<file path="config.mk">
export PLATFORM = sky130hd
export DESIGN_NAME = if_id_unit
export DESIGN_NICKNAME = d
export VERILOG_FILES = /design/src/rtl/rv_core_pkg.sv /design/src/rtl/inst_decode.sv /design/src/rtl/if_id_unit.sv
export SDC_FILE = /design/constraint.sdc
export NUM_CORES = 1
export LEC_CHECK = 0
export BUFFER_PORTS_ARGS = -buffer_cell sky130_fd_sc_hd__buf_2
export CAP_MARGIN = 20
export CORE_MARGIN = 2
export CORE_UTILIZATION = 50
export CTS_BUF_LIST = sky130_fd_sc_hd__clkbuf_2
export CTS_CLUSTER_SIZE = 16
export DETAILED_ROUTE_END_ITERATION = 10
export GPL_ROUTABILITY_DRIVEN = 0
export GPL_TIMING_DRIVEN = 1
export PLACE_DENSITY = 0.75
export SLEW_MARGIN = 5
export SYNTH_ARGS = -nofsm -noshare
export SYNTH_HDL_FRONTEND = slang
export SYNTH_HIERARCHICAL = 1
export SYNTH_SLANG_ARGS = --single-unit
</file>
<file path="constraint.sdc">
create_clock -name clk -period 11.8 [get_ports clk]
set_clock_uncertainty 0.15 [all_clocks]
set_input_delay 2.36 -clock clk [delete_from_list [all_inputs] [get_ports clk]]
set_output_delay 2.36 -clock clk [all_outputs]
set_load 0.02 [all_outputs]
</file>
<file path="src/rtl/rv_core_pkg.sv">
// ============================================================================
// Module      : rv_core_pkg
// Description : Shared constants for the multi-cycle RV32I core: opcode
//               values, ALU operation codes, next-PC select encodings and
//               the reset/bubble instruction.
// Revision    : 1.0 - initial release
// ============================================================================
`default_nettype none

package rv_core_pkg;

    // Major opcodes, IR[6:0]
    localparam logic [6:0] OPC_OP     = 7'b0110011;
    localparam logic [6:0] OPC_OP_IMM = 7'b0010011;
    localparam logic [6:0] OPC_LUI    = 7'b0110111;
    localparam logic [6:0] OPC_LOAD   = 7'b0000011;
    localparam logic [6:0] OPC_STORE  = 7'b0100011;
    localparam logic [6:0] OPC_BRANCH = 7'b1100011;
    localparam logic [6:0] OPC_JALR   = 7'b1100111;
    localparam logic [6:0] OPC_JAL    = 7'b1101111;

    // funct3 values that qualify the load/store/branch classes
    localparam logic [2:0] F3_LW  = 3'b010;
    localparam logic [2:0] F3_SW  = 3'b010;
    localparam logic [2:0] F3_BEQ = 3'b000;
    localparam logic [2:0] F3_SR  = 3'b101;

    // ALU operation codes
    localparam logic [3:0] ALU_ADD = 4'b0000;
    localparam logic [3:0] ALU_SUB = 4'b1000;

    // Next-PC select encodings
    localparam logic [1:0] PC_S_PLUS4  = 2'b00;
    localparam logic [1:0] PC_S_BRANCH = 2'b01;
    localparam logic [1:0] PC_S_JALR   = 2'b10;
    localparam logic [1:0] PC_S_HOLD   = 2'b11;

    // addi x0,x0,0
    localparam logic [31:0] NOP_INST = 32'h0000_0013;

endpackage : rv_core_pkg

`default_nettype wire

</file>
<file path="src/rtl/inst_decode.sv">
// ============================================================================
// Module      : inst_decode
// Description : Purely combinational RV32I decoder. Maps the instruction
//               register to one-hot class flags, ALU operation code,
//               sign-extended immediate and an illegal-instruction detect.
// Ports       : ir        in  32  instruction to decode
//               is_*      out 1   one-hot class flags (all 0 if unknown)
//               alu_op    out 4   ALU operation code
//               imm       out 32  sign-extended immediate
//               illegal   out 1   no listed class matched
// Revision    : 1.0 - initial release
// ============================================================================
`default_nettype none

module inst_decode
    import rv_core_pkg::*;
(
    input  logic [31:0] ir,
    output logic        is_r,
    output logic        is_imm,
    output logic        is_lui,
    output logic        is_lw,
    output logic        is_sw,
    output logic        is_beq,
    output logic        is_jalr,
    output logic        is_jal,
    output logic [3:0]  alu_op,
    output logic [31:0] imm,
    output logic        illegal
);

    logic [6:0] w_opcode;
    logic [2:0] w_funct3;

    assign w_opcode = ir[6:0];
    assign w_funct3 = ir[14:12];

    // Class flags and ALU code
    always_comb begin
        is_r    = 1'b0;
        is_imm  = 1'b0;
        is_lui  = 1'b0;
        is_lw   = 1'b0;
        is_sw   = 1'b0;
        is_beq  = 1'b0;
        is_jalr = 1'b0;
        is_jal  = 1'b0;
        alu_op  = ALU_ADD;
        case (w_opcode)
            OPC_OP: begin
                is_r   = 1'b1;
                alu_op = {ir[30], w_funct3};
            end
            OPC_OP_IMM: begin
                is_imm = 1'b1;
                // Only the shift-right pair uses bit 30 as the arith/logic
                // selector; for other I-type ops bit 30 is immediate data.
                alu_op = (w_funct3 == F3_SR) ? {ir[30], w_funct3}
                                             : {1'b0, w_funct3};
            end
            OPC_LUI:    is_lui  = 1'b1;
            OPC_LOAD:   is_lw   = (w_funct3 == F3_LW);
            OPC_STORE:  is_sw   = (w_funct3 == F3_SW);
            OPC_BRANCH: is_beq  = (w_funct3 == F3_BEQ);
            OPC_JALR:   is_jalr = 1'b1;
            OPC_JAL:    is_jal  = 1'b1;
            default: ;
        endcase
    end

    // Immediate format follows the opcode alone
    always_comb begin
        imm = 32'h0000_0000;
        case (w_opcode)
            OPC_OP_IMM, OPC_LOAD, OPC_JALR:
                imm = {{20{ir[31]}}, ir[31:20]};
            OPC_STORE:
                imm = {{20{ir[31]}}, ir[31:25], ir[11:7]};
            OPC_BRANCH:
                imm = {{19{ir[31]}}, ir[31], ir[7], ir[30:25], ir[11:8], 1'b0};
            OPC_LUI:
                imm = {ir[31:12], 12'h000};
            OPC_JAL:
                imm = {{11{ir[31]}}, ir[31], ir[19:12], ir[20], ir[30:21], 1'b0};
            default: ;
        endcase
    end

    assign illegal = ~(is_r | is_imm | is_lui | is_lw | is_sw |
                       is_beq | is_jalr | is_jal);

endmodule : inst_decode

`default_nettype wire

</file>
<file path="src/rtl/if_id_unit.sv">
// ============================================================================
// Module      : if_id_unit
// Description : Instruction fetch/decode stage of the multi-cycle RV32I core.
//               Holds PC, PC0 (address of the instruction in IR) and IR,
//               selects the next PC, and exposes the decoded IR fields.
// Ports       : clk, rst_n               clock, async active-low reset
//               PC_Write/PC0_Write/IR_Write  register load strobes
//               PC_s                     next-PC select
//               rs1_data                 JALR base
//               inst_data / inst_addr    instruction ROM interface
//               PC, PC0, IR              architectural registers
//               rs1, rs2, rd, imm        decoded fields
//               IS_*, ALU_OP             class flags and ALU code
//               illegal                  sticky illegal-instruction flag
// Config      : ILLEGAL_INST_TRAP_EN - when defined, an undecodable IR sets
//               the sticky illegal flag and freezes all three registers.
// Revision    : 1.0 - initial release
// ============================================================================
`default_nettype none

module if_id_unit #(
    parameter logic [31:0] RESET_PC = 32'h0000_0000,
    parameter logic [31:0] NOP_INST = rv_core_pkg::NOP_INST
) (
    input  logic        clk,
    input  logic        rst_n,
    input  logic        PC_Write,
    input  logic        PC0_Write,
    input  logic        IR_Write,
    input  logic [1:0]  PC_s,
    input  logic [31:0] rs1_data,
    input  logic [31:0] inst_data,
    output logic [31:0] inst_addr,
    output logic [31:0] PC,
    output logic [31:0] PC0,
    output logic [31:0] IR,
    output logic [4:0]  rs1,
    output logic [4:0]  rs2,
    output logic [4:0]  rd,
    output logic [31:0] imm,
    output logic        IS_R,
    output logic        IS_IMM,
    output logic        IS_LUI,
    output logic        IS_LW,
    output logic        IS_SW,
    output logic        IS_BEQ,
    output logic        IS_JALR,
    output logic        IS_JAL,
    output logic [3:0]  ALU_OP,
    output logic        illegal
);

    import rv_core_pkg::*;

    logic [31:0] r_pc;
    logic [31:0] r_pc0;
    logic [31:0] r_ir;
    logic [31:0] w_next_pc;
    logic        w_pc_we;
    logic        w_pc0_we;
    logic        w_ir_we;
    logic        w_dec_illegal;

    inst_decode u_inst_decode (
        .ir      (r_ir),
        .is_r    (IS_R),
        .is_imm  (IS_IMM),
        .is_lui  (IS_LUI),
        .is_lw   (IS_LW),
        .is_sw   (IS_SW),
        .is_beq  (IS_BEQ),
        .is_jalr (IS_JALR),
        .is_jal  (IS_JAL),
        .alu_op  (ALU_OP),
        .imm     (imm),
        .illegal (w_dec_illegal)
    );

`ifdef ILLEGAL_INST_TRAP_EN
    logic r_illegal;

    // The flag looks at the IR held before the edge, so it rises one edge
    // after the offending instruction lands and never clears until reset.
    always_ff @(posedge clk or negedge rst_n) begin
        if (!rst_n) begin
            r_illegal <= 1'b0;
        end else begin
            r_illegal <= r_illegal | w_dec_illegal;
        end
    end

    assign w_pc_we  = PC_Write  & ~r_illegal;
    assign w_pc0_we = PC0_Write & ~r_illegal;
    assign w_ir_we  = IR_Write  & ~r_illegal;
    assign illegal  = r_illegal;
`else
    logic w_unused_illegal;

    assign w_unused_illegal = w_dec_illegal;
    assign w_pc_we          = PC_Write;
    assign w_pc0_we         = PC0_Write;
    assign w_ir_we          = IR_Write;
    assign illegal          = 1'b0;
`endif

    // Branch/JAL targets are relative to PC0 so they stay correct after PC
    // has already advanced to PC+4 during fetch.
    always_comb begin
        w_next_pc = r_pc;
        case (PC_s)
            PC_S_PLUS4:  w_next_pc = r_pc + 32'd4;
            PC_S_BRANCH: w_next_pc = r_pc0 + imm;
            PC_S_JALR:   w_next_pc = (rs1_data + imm) & 32'hFFFF_FFFE;
            PC_S_HOLD:   w_next_pc = r_pc;
            default:     w_next_pc = r_pc;
        endcase
    end

    always_ff @(posedge clk or negedge rst_n) begin
        if (!rst_n) begin
            r_pc  <= RESET_PC;
            r_pc0 <= 32'h0000_0000;
            r_ir  <= NOP_INST;
        end else begin
            if (w_pc_we) begin
                r_pc <= w_next_pc;
            end
            if (w_pc0_we) begin
                r_pc0 <= r_pc;
            end
            if (w_ir_we) begin
                r_ir <= inst_data;
            end
        end
    end

    assign PC        = r_pc;
    assign PC0       = r_pc0;
    assign IR        = r_ir;
    assign inst_addr = r_pc;
    assign rs1       = r_ir[19:15];
    assign rs2       = r_ir[24:20];
    assign rd        = r_ir[11:7];

endmodule : if_id_unit

`default_nettype wire

</file>
==> results.sh, run 1 <==
export IMPL_antenna_found_initial=2
export IMPL_fin_nets=1334
export IMPL_avgViaCountPerCell=6.14
export IMPL_dieArea_um2=19000
export IMPL_max_freq_mhz=183
export IMPL_initial_core_util_pct=51.4
export IMPL_tritoncts="yes"
export IMPL_fp_row_count=48
export IMPL_cp_arrival_ns=2.96
export IMPL_synth_warnings=6
export IMPL_post_cts_resized=0
export IMPL_netlist_area_um2=8940
export IMPL_crit_family="simple AND/OR/NAND/NOR gates"
export IMPL_remaining_drc_errors=0
export IMPL_synth_cells=1019
export IMPL_critical_path_cell_chain="or3b_1 -> nor2_1 -> a21o_1 -> buf_2"
export IMPL_cellPowerDensity_nw_per_um2=137
export IMPL_crit_type="reg -> out"
export IMPL_maxSlewViolCount=0
export IMPL_h_tree_depth=3
export IMPL_period_share_pct=46.4
export IMPL_critPathMaxFanout=17
export IMPL_vias=8772
export IMPL_grt_pass1_vias=7762
export IMPL_place_hpwl_um=21800
export IMPL_crit_path_start_kind="register"
export IMPL_post_cts_setup_buffers=0
export IMPL_clockBufferDepth=2
export IMPL_fillers=1562
export IMPL_worst_slack_ns=6.33
export IMPL_wl_per_cell_um=19.7
export IMPL_worst_path_buf_inv=1
export IMPL_syn_avg_cell_area_um2=8.78
export IMPL_vdd_drop_max_uv=76.6
export IMPL_dieHeight_um=138
export IMPL_rsz0062_at_grt="false"
export IMPL_io_buffer_count=257
export IMPL_leakage_uw=0.00524
export IMPL_finalSetupViolCount=0
export IMPL_io_pins=259
export IMPL_fin_tns_setup_ns=0
export IMPL_clk_pin_slew_ns=0.31
export IMPL_dr_pass1_iters=6
export IMPL_postCtsHoldBufs=0
export IMPL_clock_sinks=96
export IMPL_insertion_delay_ns=0.65
export IMPL_cp_slowest_cell="dfrtp_1"
export IMPL_dpl_worst_slack_ns=6.53
export IMPL_tightestPinTransition_ns=1.02
export IMPL_slowest_delay_ns=0.62
export IMPL_maxCapViolations=0
export IMPL_areaGrowthSynthToFinish_pct=13.6
export IMPL_layout_drive_gt1_share_pct=32.6
export IMPL_grt_overflow=0
export IMPL_die_w_um=138
export IMPL_grt_first_pass_wirelength_um=43000
export IMPL_drtIter0Drc=935
export IMPL_outcome="completed"
export IMPL_grt_max_degree=77
export IMPL_fin_crit_ns=5.47
export IMPL_wl_um=28100
export IMPL_cts_buffers=9
export IMPL_relSlewSlack_pct=32.0
export IMPL_cp_required_ns=9.29
export IMPL_ant_nets=0
export IMPL_grtUsageTotal_pct=29.6
export IMPL_hp_class="reg -> reg"
export IMPL_finalHoldViolCount=0
export IMPL_crit_path_end_kind="output pin"
export IMPL_syn_nets=1157
export IMPL_root_buffer="clkbuf_2"
export IMPL_core_area_um2=17400
[layout by cell type (no fill, tap or decap), types with 18 or more instances in the layout]
cell / n
nand2_1: 64
a21oi_1: 74
o21ai_0: 48
a21o_1: 48
buf_2: 256
ha_1: 65
inv_1: 25
mux2_2: 64
nand3_1: 34
xor2_1: 19
xnor2_1: 28
nor3_1: 19
nand4_1: 18
nor2_1: 70
dfrtp_1: 93
[report_power, final]
part	switching, µW	internal (µW)	total (µW)
registers	120	399	519
logic	401	250	651
clock network	127	93.9	221
total	648	743	1390
[final cells by class]
class	count	area (µm²)	area share, %
clock buffer	10	50.0	0.492
clock inverter	6	118	1.16
multi-input combinational	801	5870	57.8
antenna	2	5.00	0.0492
tap	225	282	2.77
inverter	25	93.8	0.923
timing repair buffer	263	1330	13.1
sequential	96	2410	23.7
[through the flow]
| step | hold slack, ns | cells | cell area, µm² | total power, µW | utilization, % |
|---|---|---|---|---|---|
| detailed placement | 0.367 | 1410 | 9990 | 1170 | 57.4 |
| global route | 0.468 | 1428 | 10200 | 1470 | 58.3 |
| CTS | 0.420 | 1426 | 10200 | 1390 | 58.3 |
| finish | 0.422 | 1428 | 10200 | 1390 | 58.3 |
| global placement | 0.365 | 1410 | 9990 | 1150 | 57.4 |
| floorplan | 0.460 | 1019 | 8940 | 981 | - |
[routing by layer]
metal | share of wire (%) | GRT usage, % | routed length [µm] | vias to the layer above
met5 | 0 | 0 | 0 | -
met4 | 2.6 | 9.81 | 745 | 0
met3 | 9.3 | 5.26 | 2630 | 45
met2 | 44 | 44.5 | 12300 | 482
met1 | 44 | 42.9 | 12400 | 4122
li1 | - | - | - | 4123
[worst reg2reg max path: stages (launching register included)]
cell      delay (ns)
dfrtp_1         0.62
nor4_1          0.39
nand3_1         0.28
o21ai_0         0.15
a32o_1          0.28
ha_1            0.24
inv_1           0.07
fa_1            0.39
nand2b_1        0.22
a211oi_4        0.29
o21ba_4         0.21
o21ai_4         0.09
o31ai_4         0.33
nand3_1         0.13
and3_4          0.20
or4_4           0.47
a41oi_2         0.18
[worst paths after layout]
kind | from | endpoint | slack (ns) | depth (start not counted)
worst min register to register | PC[1] | PC[1] | 0.42 | 2
worst max register to register | IR[3] | PC[30] | 7.03 | 16
worst max-delay path | IR[3] | imm[28] | 6.33 | 4
min in group asynchronous | rst_n | IR[2] | 1.36 | 1
worst min-delay path | PC[1] | PC[1] | 0.42 | 2
max in group asynchronous | rst_n | PC[21] | 8.78 | 2
[state kept, by name (all words and copies together) (netlist names)]
signal  cells
IR         32
PC0        32
PC         32
No activity file was read; power rests on OpenSTA's default activity.
==> run 2: changes to the inputs <==
- ABC_AREA: not set -> 1
- PLACE_DENSITY: 0.75 -> 0.73
- clock period: 11.8 -> 5.4 ns (I/O delays scaled with it)
==> run 2 against run 1 <==
Compared with the run above:
- combinational power grew 110%
- die area grew 21%
- non-clock buffer count shrank 2
- count of clock-buffer cells in the layout is the same
- clock power grew 74%
- critical path type unchanged
- largest power group unchanged
==> results.sh, run 2 <==
export IMPL_outcome="completed"
export IMPL_hold_slack_ns=0.236
export IMPL_fin_nets=2143
export IMPL_fp_row_count=54
export IMPL_clockBufferDepth=2
export IMPL_ant_nets=0
export IMPL_timing_rr_end="PC[30]"
export IMPL_avgViaCountPerCell=5.38
export IMPL_relSlewSlack_pct=28.9
export IMPL_antenna_found_initial=1
export IMPL_crit_type="reg -> out"
export IMPL_hp_class="in -> async"
export IMPL_postCtsHoldBufs=0
export IMPL_grt_max_degree=64
export IMPL_synth_cells=1822
export IMPL_leakage_uw=0.00728
export IMPL_vdd_drop_max_uv=138
export IMPL_crit_path_end_kind="output pin"
export IMPL_vias=12300
export IMPL_grtUsageTotal_pct=32.5
export IMPL_grt_pass1_vias=10900
export IMPL_io_buffer_count=257
export IMPL_io_pins=259
export IMPL_h_tree_depth=3
export IMPL_cellPowerDensity_nw_per_um2=231
export IMPL_seq_area_um2=2410
export IMPL_areaGrowthSynthToFinish_pct=11.0
export IMPL_clk_pin_slew_ns=0.38
export IMPL_drtIter0Drc=1214
export IMPL_crit_path_start_kind="register"
export IMPL_reg2reg_depth=23
export IMPL_synth_warnings=6
export IMPL_root_buffer="clkbuf_2"
export IMPL_r2r_setup_slack_ns=1.16
export IMPL_finalSetupViolCount=0
export IMPL_tritoncts="yes"
export IMPL_syn_nets=1960
export IMPL_syn_avg_cell_area_um2=5.99
export IMPL_max_freq_mhz=223
export IMPL_r2r_start="IR[1]"
export IMPL_rsz0062_at_grt="false"
export IMPL_maxSlewViolCount=0
export IMPL_dieHeight_um=152
export IMPL_tightestPinTransition_ns=1.07
export IMPL_multiInputGateArea_um2=6910
export IMPL_critPathMaxFanout=21
export IMPL_core_area_um2=21600
export IMPL_cp_arrival_ns=3.25
export IMPL_post_cts_setup_buffers=0
export IMPL_fin_crit_ns=4.48
export IMPL_remaining_drc_errors=0
export IMPL_post_cts_resized=0
export IMPL_dieArea_um2=23000
export IMPL_period_share_pct=83.0
export IMPL_place_hpwl_um=30200
export IMPL_initial_core_util_pct=50.5
export IMPL_fin_tns_setup_ns=0
export IMPL_finalHoldViolCount=0
export IMPL_wl_um=37500
export IMPL_die_w_um=152
export IMPL_dr_pass1_iters=6
export IMPL_grt_first_pass_wirelength_um=57800
export IMPL_layout_commonest_cell="nand2_1"
export IMPL_fillers=2268
export IMPL_insertion_delay_ns=0.70
export IMPL_clock_sinks=96
export IMPL_critPathMostFrequentCell="nand2_1"
export IMPL_final_cell_mix="624 x nand2_1, 269 x inv_1, 256 x buf_2, 192 x nor2_1, 131 x a21oi_1"
export IMPL_cp_slowest_cell="nor2_1"
export IMPL_layout_drive_gt1_share_pct=18.0
export IMPL_maxCapViolations=0
export IMPL_netlist_area_um2=10900
export IMPL_cts_buffers=9
export IMPL_grt_overflow=0
export IMPL_cp_required_ns=4.17
export IMPL_critical_path_cell_chain="nand2_1 -> nor2_1 -> nand2_1 -> nand3_2 -> nand2_2 -> nand2_1 -> buf_2"
export IMPL_slowest_delay_ns=0.62
export IMPL_wl_per_cell_um=16.4
## run 2: layout make-up
| cell class | instances | area share (%) |
|---|---|---|
| multi-input cells | 1363 | 57.0 |
| flip-flops and latches | 96 | 19.9 |
| repair buffers | 261 | 10.9 |
| inverters | 274 | 8.49 |
| well taps | 280 | 2.89 |
| clock inverters | 6 | 0.444 |
| clock buffers | 10 | 0.413 |
| diodes | 1 | 0.0207 |
## run 2: worst max-delay path by stage
stage	startpoint	to	slack, ns	cells past startpoint
4_1_cts	IR[1]	imm[19]	0.96	7
2_1_floorplan	IR[1]	PC[30]	2.03	26
3_3_place_gp	IR[1]	PC[30]	1.34	23
6_report	IR[1]	imm[19]	0.92	7
3_5_place_dp	IR[1]	PC[30]	1.28	23
5_1_grt	IR[1]	imm[19]	0.72	7
## run 2: routing by layer
metal	wire length, µm	vias to the layer above	share of wire (%)	global-route usage (%)
met1	16000	5555	43	45.0
met4	1590	0	4.2	13.4
met5	0	-	0	0
met3	3440	91	9.2	4.55
met2	16500	610	44	51.0
li1	-	6081	-	-
## run 2: worst max-delay path: cells and delay by family, from the launching register on
| kind | cells | cell delay, ns |
|---|---|---|
| flops | 1 | 0.61 |
| buf+inv | 1 | 0.25 |
| simple gates | 6 | 1.73 |
## run 2: stage by stage
step	utilization, %	power (µW)	cells	worst slack, ns	instance area (µm²)
floorplan	-	2000	1822	2.03	10900
global placement	55.6	2390	2274	1.34	12000
detailed placement	55.6	2410	2274	1.28	12000
CTS	56.0	2790	2290	0.960	12100
global route	56.0	3000	2291	0.723	12100
finish	56.0	2800	2291	0.920	12100
## run 2: power by group
group | switching (µW) | internal, µW | leakage, µW
Sequential | 211 | 840 | 0.00112
Clock | 315 | 69.8 | 0.0000617
Combinational | 920 | 440 | 0.00610
